$ cat src/rtl/reg_file_pkg.sv
// rtl/reg_file_pkg.sv - shared types and defaults for the context-switching register file
package reg_file_pkg;

    localparam int RF_W_DEF  = 8;
    localparam int RF_AW_DEF = 3;

    typedef enum logic [1:0] {
        RF_IDLE,
        RF_SAVE,
        RF_RESTORE
    } rf_state_e;

endpackage

$ cat src/rtl/rf_ctx_fsm.sv
// rtl/rf_ctx_fsm.sv - save/restore sequencer: state, copy index and done pulse
module rf_ctx_fsm
    import reg_file_pkg::*;
#(
    parameter int AW = RF_AW_DEF
) (
    input  logic          clk,
    input  logic          rst_n,
    input  logic          save_req,
    input  logic          restore_req,
    output logic          busy,
    output logic          done,
    output logic          copy_save,
    output logic          copy_restore,
    output logic [AW-1:0] idx
);

    localparam logic [AW-1:0] IDX_LAST = {AW{1'b1}};

    rf_state_e     state_q, state_d;
    logic [AW-1:0] idx_q, idx_d;
    logic          done_q, done_d;

    always_comb begin
        state_d = state_q;
        idx_d   = idx_q;
        done_d  = 1'b0;
        case (state_q)
            RF_IDLE: begin
                // save has priority when both requests arrive together
                if (save_req) begin
                    state_d = RF_SAVE;
                    idx_d   = '0;
                end else if (restore_req) begin
                    state_d = RF_RESTORE;
                    idx_d   = '0;
                end
            end
            RF_SAVE, RF_RESTORE: begin
                idx_d = idx_q + 1'b1;
                if (idx_q == IDX_LAST) begin
                    state_d = RF_IDLE;
                    done_d  = 1'b1;
                end
            end
            default: state_d = RF_IDLE;
        endcase
    end

    always_ff @(posedge clk or negedge rst_n) begin
        if (!rst_n) begin
            state_q <= RF_IDLE;
            idx_q   <= '0;
            done_q  <= 1'b0;
        end else begin
            state_q <= state_d;
            idx_q   <= idx_d;
            done_q  <= done_d;
        end
    end

    assign busy         = (state_q != RF_IDLE);
    assign copy_save    = (state_q == RF_SAVE);
    assign copy_restore = (state_q == RF_RESTORE);
    assign idx          = idx_q;
    assign done         = done_q;

endmodule

$ cat src/rtl/reg_file_ctx.sv
// rtl/reg_file_ctx.sv - parametrised register file with bypass and shadow-bank context save/restore
module reg_file_ctx
    import reg_file_pkg::*;
#(
    parameter int W      = RF_W_DEF,
    parameter int AW     = RF_AW_DEF,
    parameter int BYPASS = 1,
    parameter int IMP0   = 0,
    parameter int IMP1   = 3
) (
    input  logic          clk,
    input  logic          rst_n,
    input  logic [W-1:0]  dat_in,
    input  logic          wr_en,
    input  logic [AW-1:0] wr_addr,
    output logic          wr_ready,
    input  logic [AW-1:0] rd_addrA,
    input  logic [AW-1:0] rd_addrB,
    output logic [W-1:0]  datA_out,
    output logic [W-1:0]  datB_out,
    output logic [W-1:0]  implicitReg1,
    output logic [W-1:0]  implicitReg2,
    input  logic          save_req,
    input  logic          restore_req,
    output logic          busy,
    output logic          done
);

    localparam int            DEPTH    = 1 << AW;
    localparam logic          BYP_EN   = (BYPASS != 0);
    localparam logic [AW-1:0] IMP0_IDX = AW'(IMP0);
    localparam logic [AW-1:0] IMP1_IDX = AW'(IMP1);

    logic [W-1:0]  core_q   [DEPTH];
    logic [W-1:0]  core_d   [DEPTH];
    logic [W-1:0]  shadow_q [DEPTH];
    logic [W-1:0]  shadow_d [DEPTH];

    logic          copy_save;
    logic          copy_restore;
    logic [AW-1:0] idx;
    logic          wr_fire;

    rf_ctx_fsm #(
        .AW(AW)
    ) u_fsm (
        .clk          (clk),
        .rst_n        (rst_n),
        .save_req     (save_req),
        .restore_req  (restore_req),
        .busy         (busy),
        .done         (done),
        .copy_save    (copy_save),
        .copy_restore (copy_restore),
        .idx          (idx)
    );

    assign wr_ready = !busy;
    assign wr_fire  = wr_en && wr_ready;

    // host writes and restore copies never coincide: a restore holds busy
    always_comb begin
        core_d   = core_q;
        shadow_d = shadow_q;
        if (wr_fire) begin
            core_d[wr_addr] = dat_in;
        end
        if (copy_restore) begin
            core_d[idx] = shadow_q[idx];
        end
        if (copy_save) begin
            shadow_d[idx] = core_q[idx];
        end
    end

    always_ff @(posedge clk or negedge rst_n) begin
        if (!rst_n) begin
            for (int i = 0; i < DEPTH; i++) begin
                core_q[i]   <= '0;
                shadow_q[i] <= '0;
            end
        end else begin
            core_q   <= core_d;
            shadow_q <= shadow_d;
        end
    end

    assign datA_out = (BYP_EN && wr_fire && (wr_addr == rd_addrA)) ? dat_in : core_q[rd_addrA];
    assign datB_out = (BYP_EN && wr_fire && (wr_addr == rd_addrB)) ? dat_in : core_q[rd_addrB];

    // implicit operands always reflect committed state, never the bypass path
    assign implicitReg1 = core_q[IMP0_IDX];
    assign implicitReg2 = core_q[IMP1_IDX];

endmodule

$ cat config.mk
export PLATFORM = sky130hd
export DESIGN_NAME = reg_file_ctx
export DESIGN_NICKNAME = d
export VERILOG_FILES = /design/src/rtl/reg_file_pkg.sv /design/src/rtl/rf_ctx_fsm.sv /design/src/rtl/reg_file_ctx.sv
export SDC_FILE = /design/constraint.sdc
export NUM_CORES = 1
export LEC_CHECK = 0
export CORE_MARGIN = 1.5
export CORE_UTILIZATION = 40
export DETAILED_ROUTE_END_ITERATION = 8
export GPL_TIMING_DRIVEN = 0
export PLACE_DENSITY = 0.62
export SYNTH_ARGS = -nofsm -noshare
export SYNTH_HDL_FRONTEND = slang
export SYNTH_SLANG_ARGS = --single-unit
$ cat constraint.sdc
create_clock -name clk -period 2.3 [get_ports clk]
set_clock_uncertainty 0.1 [all_clocks]
set_input_delay 0.46 -clock clk [delete_from_list [all_inputs] [get_ports clk]]
set_output_delay 0.46 -clock clk [all_outputs]
set_load 0.01 [all_outputs]
# Word-level counts from Yosys, hierarchy flattened
# Index checks and enable logic that the tools add are counted.
[classes]
add_sub_neg = 1
magnitude_cmp = 6
n_eq_ne = 7
n_mux = 32
n_bitwise = 4
reduce_logical = 12
[op_table]
columns = ["op", "count"]
rows = [
  ["64-bit bitwise mux", 3],
  ["64-bit 2-to-1 mux", 2],
  ["8-bit binary-select mux with 3-bit select", 4],
  ["8-bit 2-to-1 mux", 12],
  ["8-bit demux with 3-bit select", 2],
  ["4-bit >= comparator, second input constant", 4],
  ["3-bit inverter with 4-bit output", 4],
  ["4-bit by 1-bit less-than comparator with 1-bit output, second input constant", 2],
  ["3-bit == test", 2],
  ["2-bit 2-to-1 mux", 3],
  ["3-bit 2-to-1 mux", 2],
  ["3-bit case mux with 2 select lines", 1],
  ["1-bit logical AND", 5],
  ["2-bit case mux with 2 select lines", 1],
  ["2-bit AND reduction", 2],
  ["2-bit nonzero test", 2],
  ["3-bit by 1-bit adder with 3-bit output, second input constant", 1],
  ["3-bit == test, second input constant", 1],
  ["3-bit != test, second input constant", 1],
  ["2-bit by 1-bit == test with 1-bit output, second input constant", 1],
  ["2-bit == test, second input constant", 1],
  ["2-bit logical NOT", 1],
  ["1-bit 2-to-1 mux", 2],
  ["2-bit by 1-bit != test with 1-bit output, second input constant", 1],
  ["other kinds (2)", 2],
]
[word_totals]
regBits = 134
out_inout_bits = 35
wordCells = 81

# Longest topological paths before layout
[depth]
ltp_word = 9
ltp_mapped = 7
depth_no_buf = 6

# Modules after synthesis
# Synthesis repeated with hierarchy kept, for this count alone.
[hier_totals]
hier_cells = 660
area_unflattened_um2 = 7842.5
[modules_own_cells]
columns = ["module", "instances", "cells_each", "area_per_inst_um2"]
rows = [
  ["reg_file_ctx", 1, 623, 7474.7],
  ["rf_ctx_fsm", 1, 37, 367.9],
]

# Worst setup path before layout
# No wires, ideal clock.
[synth_path]
path_kind = "register to output"
from = "register u_fsm.state_q[0]"
to = "output port datA_out[0]"
t_arrival_ps = 1861
required_ps = 1740
setup_slack_ps = -121
stages_incl_launch_ff = 6
n_path_buf = 0
cell_sequence = "dfrtp_1 > inv_1 > ha_1 > nand2_1 > nor4_4 > mux2_2"
[synth_between]
elab_chain_len = 5
[synth_lines]
columns = ["item", "line", "rtl"]
rows = [
  ["start: declaration", "rf_ctx_fsm.sv:20", "rf_state_e state_q, state_d;"],
  ["start signal: assignment", "rf_ctx_fsm.sv:56", "state_q <= state_d;"],
  ["2-bit nonzero test", "rf_ctx_fsm.sv:62", "assign busy = (state_q != RF_IDLE);"],
  ["1-bit logical NOT", "reg_file_ctx.sv:58", "assign wr_ready = !busy;"],
  ["net wr_ready", "reg_file_ctx.sv:16", "output logic wr_ready,"],
  ["1-bit logical AND", "reg_file_ctx.sv:59", "assign wr_fire = wr_en && wr_ready;"],
  ["1-bit logical AND", "reg_file_ctx.sv:88", "assign datA_out = (BYP_EN && wr_fire && (wr_addr == rd_addrA)) ? dat_in : core_q[rd_addrA];"],
  ["8-bit 2-to-1 mux", "reg_file_ctx.sv:88", ""],
  ["end: declaration", "reg_file_ctx.sv:19", "output logic [W-1:0] datA_out,"],
]
# The timed path passes the listed nets, and every way through them passes these cells.

# Worst setup path in the final report
[layout_path]
from = "register u_fsm.state_q[0]"
to = "output port datB_out[6]"
[layout_between]
elab_chain_len = 5
[layout_lines]
columns = ["item", "line", "rtl"]
rows = [
  ["2-bit nonzero test", "rf_ctx_fsm.sv:62", ""],
  ["1-bit logical NOT", "reg_file_ctx.sv:58", ""],
  ["1-bit logical AND", "reg_file_ctx.sv:59", ""],
  ["1-bit logical AND", "reg_file_ctx.sv:89", "assign datB_out = (BYP_EN && wr_fire && (wr_addr == rd_addrB)) ? dat_in : core_q[rd_addrB];"],
  ["8-bit 2-to-1 mux", "reg_file_ctx.sv:89", ""],
  ["end: declaration", "reg_file_ctx.sv:20", "output logic [W-1:0] datB_out,"],
]
# No other way between the ends.

==> results_dict.tcl <==
set metrics [dict create \
    vdd_ir_drop_max_v 0.000591 \
    drtAntennaViolNets 0 \
    post-route-period-util_pct 115 \
    finalNetCount 727 \
    rows 50 \
    cp_data_required_time_ps 1740 \
    synth_fp_nets 627 \
    ys_warn_count 0 \
    setup_ws_ps -343 \
    rr_endpoint "core_q[45]" \
    initial_core_util_pct 41.2 \
    cts_tree "built" \
    vias 5757 \
    fillers 1638 \
    seqPwrFrac_pct 32.8 \
    power_density_nw_per_um2 1340 \
    coreArea_um2 18900 \
    hp-class "in -> async" \
    fmax_ghz 0.378 \
    rsz0062_at_grt "yes" \
    cts_buffers 17 \
    comb_power_share_pct 44.7 \
    setup_viol 21 \
    register_area_um2 3360 \
    power.share.clock_pct 22.5 \
    maxSlewViolCount 0 \
    violations "setup timing" \
    finalSetupTns_ps -4970 \
    arrival_ps 2080 \
    ys_types 39 \
    multi_input_area_um2 4240 \
    cp-start-kind "flip-flop" \
    maxCapViolCount 0 \
    drc 0 \
    netlist_instances 600 \
    final_cell_mix "dfrtp_1, mux2_2, mux2i_1" \
    grt_pass1_vias 5737 \
    r2r_cells 8 \
    final_common_cell "dfrtp_1" \
    power.switching_mw 4.62 \
    status "complete, but fails checks" \
    antenna_found_initial 0 \
    switching_share_pct 35.1 \
    seq_area_frac_synth_pct 43.1 \
    grt_overflow 0 \
    die-height_um 143 \
    globalplace.congestion 0.851 \
    internal_power_mw 8.53 \
    async_flop_share_pct 100 \
    root_buffer "clkbuf_16" \
    avgSynthCellArea_um2 13.0 \
    clockBufferDepth 2 \
    cts.htree.levels 4 \
    wire_per_inst_um 24.6 \
    dpl-instance-area_um2 8560 \
    die-area_um2 20300 \
    first_iter_violations 511 \
    slew_headroom_pct 53.3 \
    crit_path_end_kind "output pin" \
    ios 57 \
    path_max_fanout 5 \
    track_usage_pct 24.6 \
    fin_total_pwr_mw 13.2 \
    syn-cell-area_um2 7790 \
    wl_um 23900 \
    portBuffers 42 \
    clk_pin_slew_ps 60 \
    dp_hpwl_um 16100 \
    p_leak_nw 3.67 \
    die_w_um 143 \
    period_minus_slack_ps 2640 \
    place_ws_ps -1220 \
    insertedDiodeCount 0 \
    clock_latency_ps 430 \
    tightest_slew_ps 700 \
    final_area_um2 9800 \
    numClockSinks 134 \
    reg2reg_from "u_fsm.state_q[0]" \
    path_class "reg -> out" \
    grt_max_degree 105 \
    ys_ff_latch 134 \
    area_growth_pct 25.8 \
    final_layout_size_suffix_gt1_share_pct 42.8 \
    synthFlopType "dfrtp_1" \
    reg2reg_slack_ps -40 \
    firstDrtPassIters 5 \
    vias_per_cell 5.92 \
    synth_edf_count 0 \
    grt_pass1_wl_um 35800 \
    hold_viol_final 0 \
]
==> per-layer routing <==
layer | vias up | GRT usage, % | part of all wire, %
li1 | 2436 | - | -
met1 | 3047 | 33.5 | 42
met2 | 229 | 39.0 | 48
met3 | 45 | 4.41 | 6.2
met4 | 0 | 10.3 | 3.0
met5 | - | 0 | 0
==> per-stage QoR <==
stage / utilization (%) / hold slack (ps) / cells
3_3_place_gp: 45.2 / 365 / 902
2_1_floorplan: - / 64.4 / 600
6_report: 51.9 / 379 / 973
3_5_place_dp: 45.3 / 270 / 903
5_1_grt: 51.9 / 409 / 973
4_1_cts: 50.6 / 378 / 956
==> power groups by stage <==
stage / registers, mW / clock network (mW) / logic [mW]
6_report: 4.31 / 2.96 / 5.88
5_1_grt: 4.43 / 3.09 / 6.27
3_5_place_dp: 4.33 / 0 / 5.23
3_3_place_gp: 4.24 / 0 / 5.09
2_1_floorplan: 3.93 / 0 / 3.61
4_1_cts: 4.28 / 2.99 / 5.64
==> cell families (layout without fill, tap and decap cells) <==
family                     count (synthesis)  count (layout)  synth area share (%)
AOI/OAI and AO/OA                         71              71                  4.87
xor gates and xnor gates                   6               6                 0.675
buffers and inverters                     58             171                  4.45
and+or+nand+nor                          105             105                  6.75
DFF                                      134             134                  43.1
adders and majority gates                  5               5                 0.803
muxes                                    221             221                  39.4
==> synth_stat cells (6+ instances only) <==
cell | n | area [um2]
o21ai_0 | 32 | 160
nand2_1 | 36 | 135
mux2i_1 | 68 | 681
dfrtp_1 | 134 | 3350
mux4_2 | 47 | 1060
nor2_2 | 8 | 50.1
buf_4 | 17 | 128
xor2_1 | 6 | 52.6
mux4_1 | 9 | 236
a21oi_1 | 31 | 155
nor2_1 | 31 | 116
nand2b_1 | 8 | 50.1
clkbuf_1 | 12 | 45.0
buf_2 | 14 | 70.1
buf_1 | 8 | 30.0
mux2_2 | 94 | 1060
==> how the worst max path moves through the flow <==
stage                            endpoint             start  depth (start not counted)  slack (ps)
final                         datB_out[6]  u_fsm.state_q[0]                          8        -340
after global placement    implicitReg1[5]             rst_n                          1       -4470
after detailed placement      datB_out[7]        wr_addr[0]                          5       -1220
after CTS                     datA_out[7]  u_fsm.state_q[0]                          8        -460
after global routing          datA_out[7]  u_fsm.state_q[0]                          8        -430
after floorplan               datA_out[0]       rd_addrA[0]                          5         -40
==> layout make-up <==
type                    instances  area share (%)
plain buffers                  55            3.74
clock buffers                  21            4.80
clock inverters                11            1.75
inverters                       3           0.115
multi-input cells             408            43.3
flip-flops and latches        134            34.3
well taps                     260            3.32
repair buffers                 81            8.68
==> repair_timing <==
action / 4_1_cts / 5_1_grt
cloned: 0 / 1
pin swaps: 5 / 10
hold endpoints to repair: 30 / 0
hold buffers: 1 / 0
buffers inserted: 20 / 16
resized for setup: 131 / 29
endpoints found under the setup margin: 122 / 102
==> registers in the layout (all words and copies together) (netlist names) <==
| name | cells |
|---|---|
| shadow_q | 64 |
| core_q | 48 |
| implicitReg1 | 8 |
| implicitReg2 | 8 |
| u_fsm.idx | 3 |
| u_fsm.state_q | 2 |
| u_fsm.done | 1 |
==> critical path: stages (launching register included) <==
cell	delay (ps)
dfrtp_1	390
inv_2	90
ha_4	180
nand2_4	70
nor4_4	200
buf_12	170
buf_8	120
mux2_4	310
buf_6	120
(Power assumes the default switching activity.)
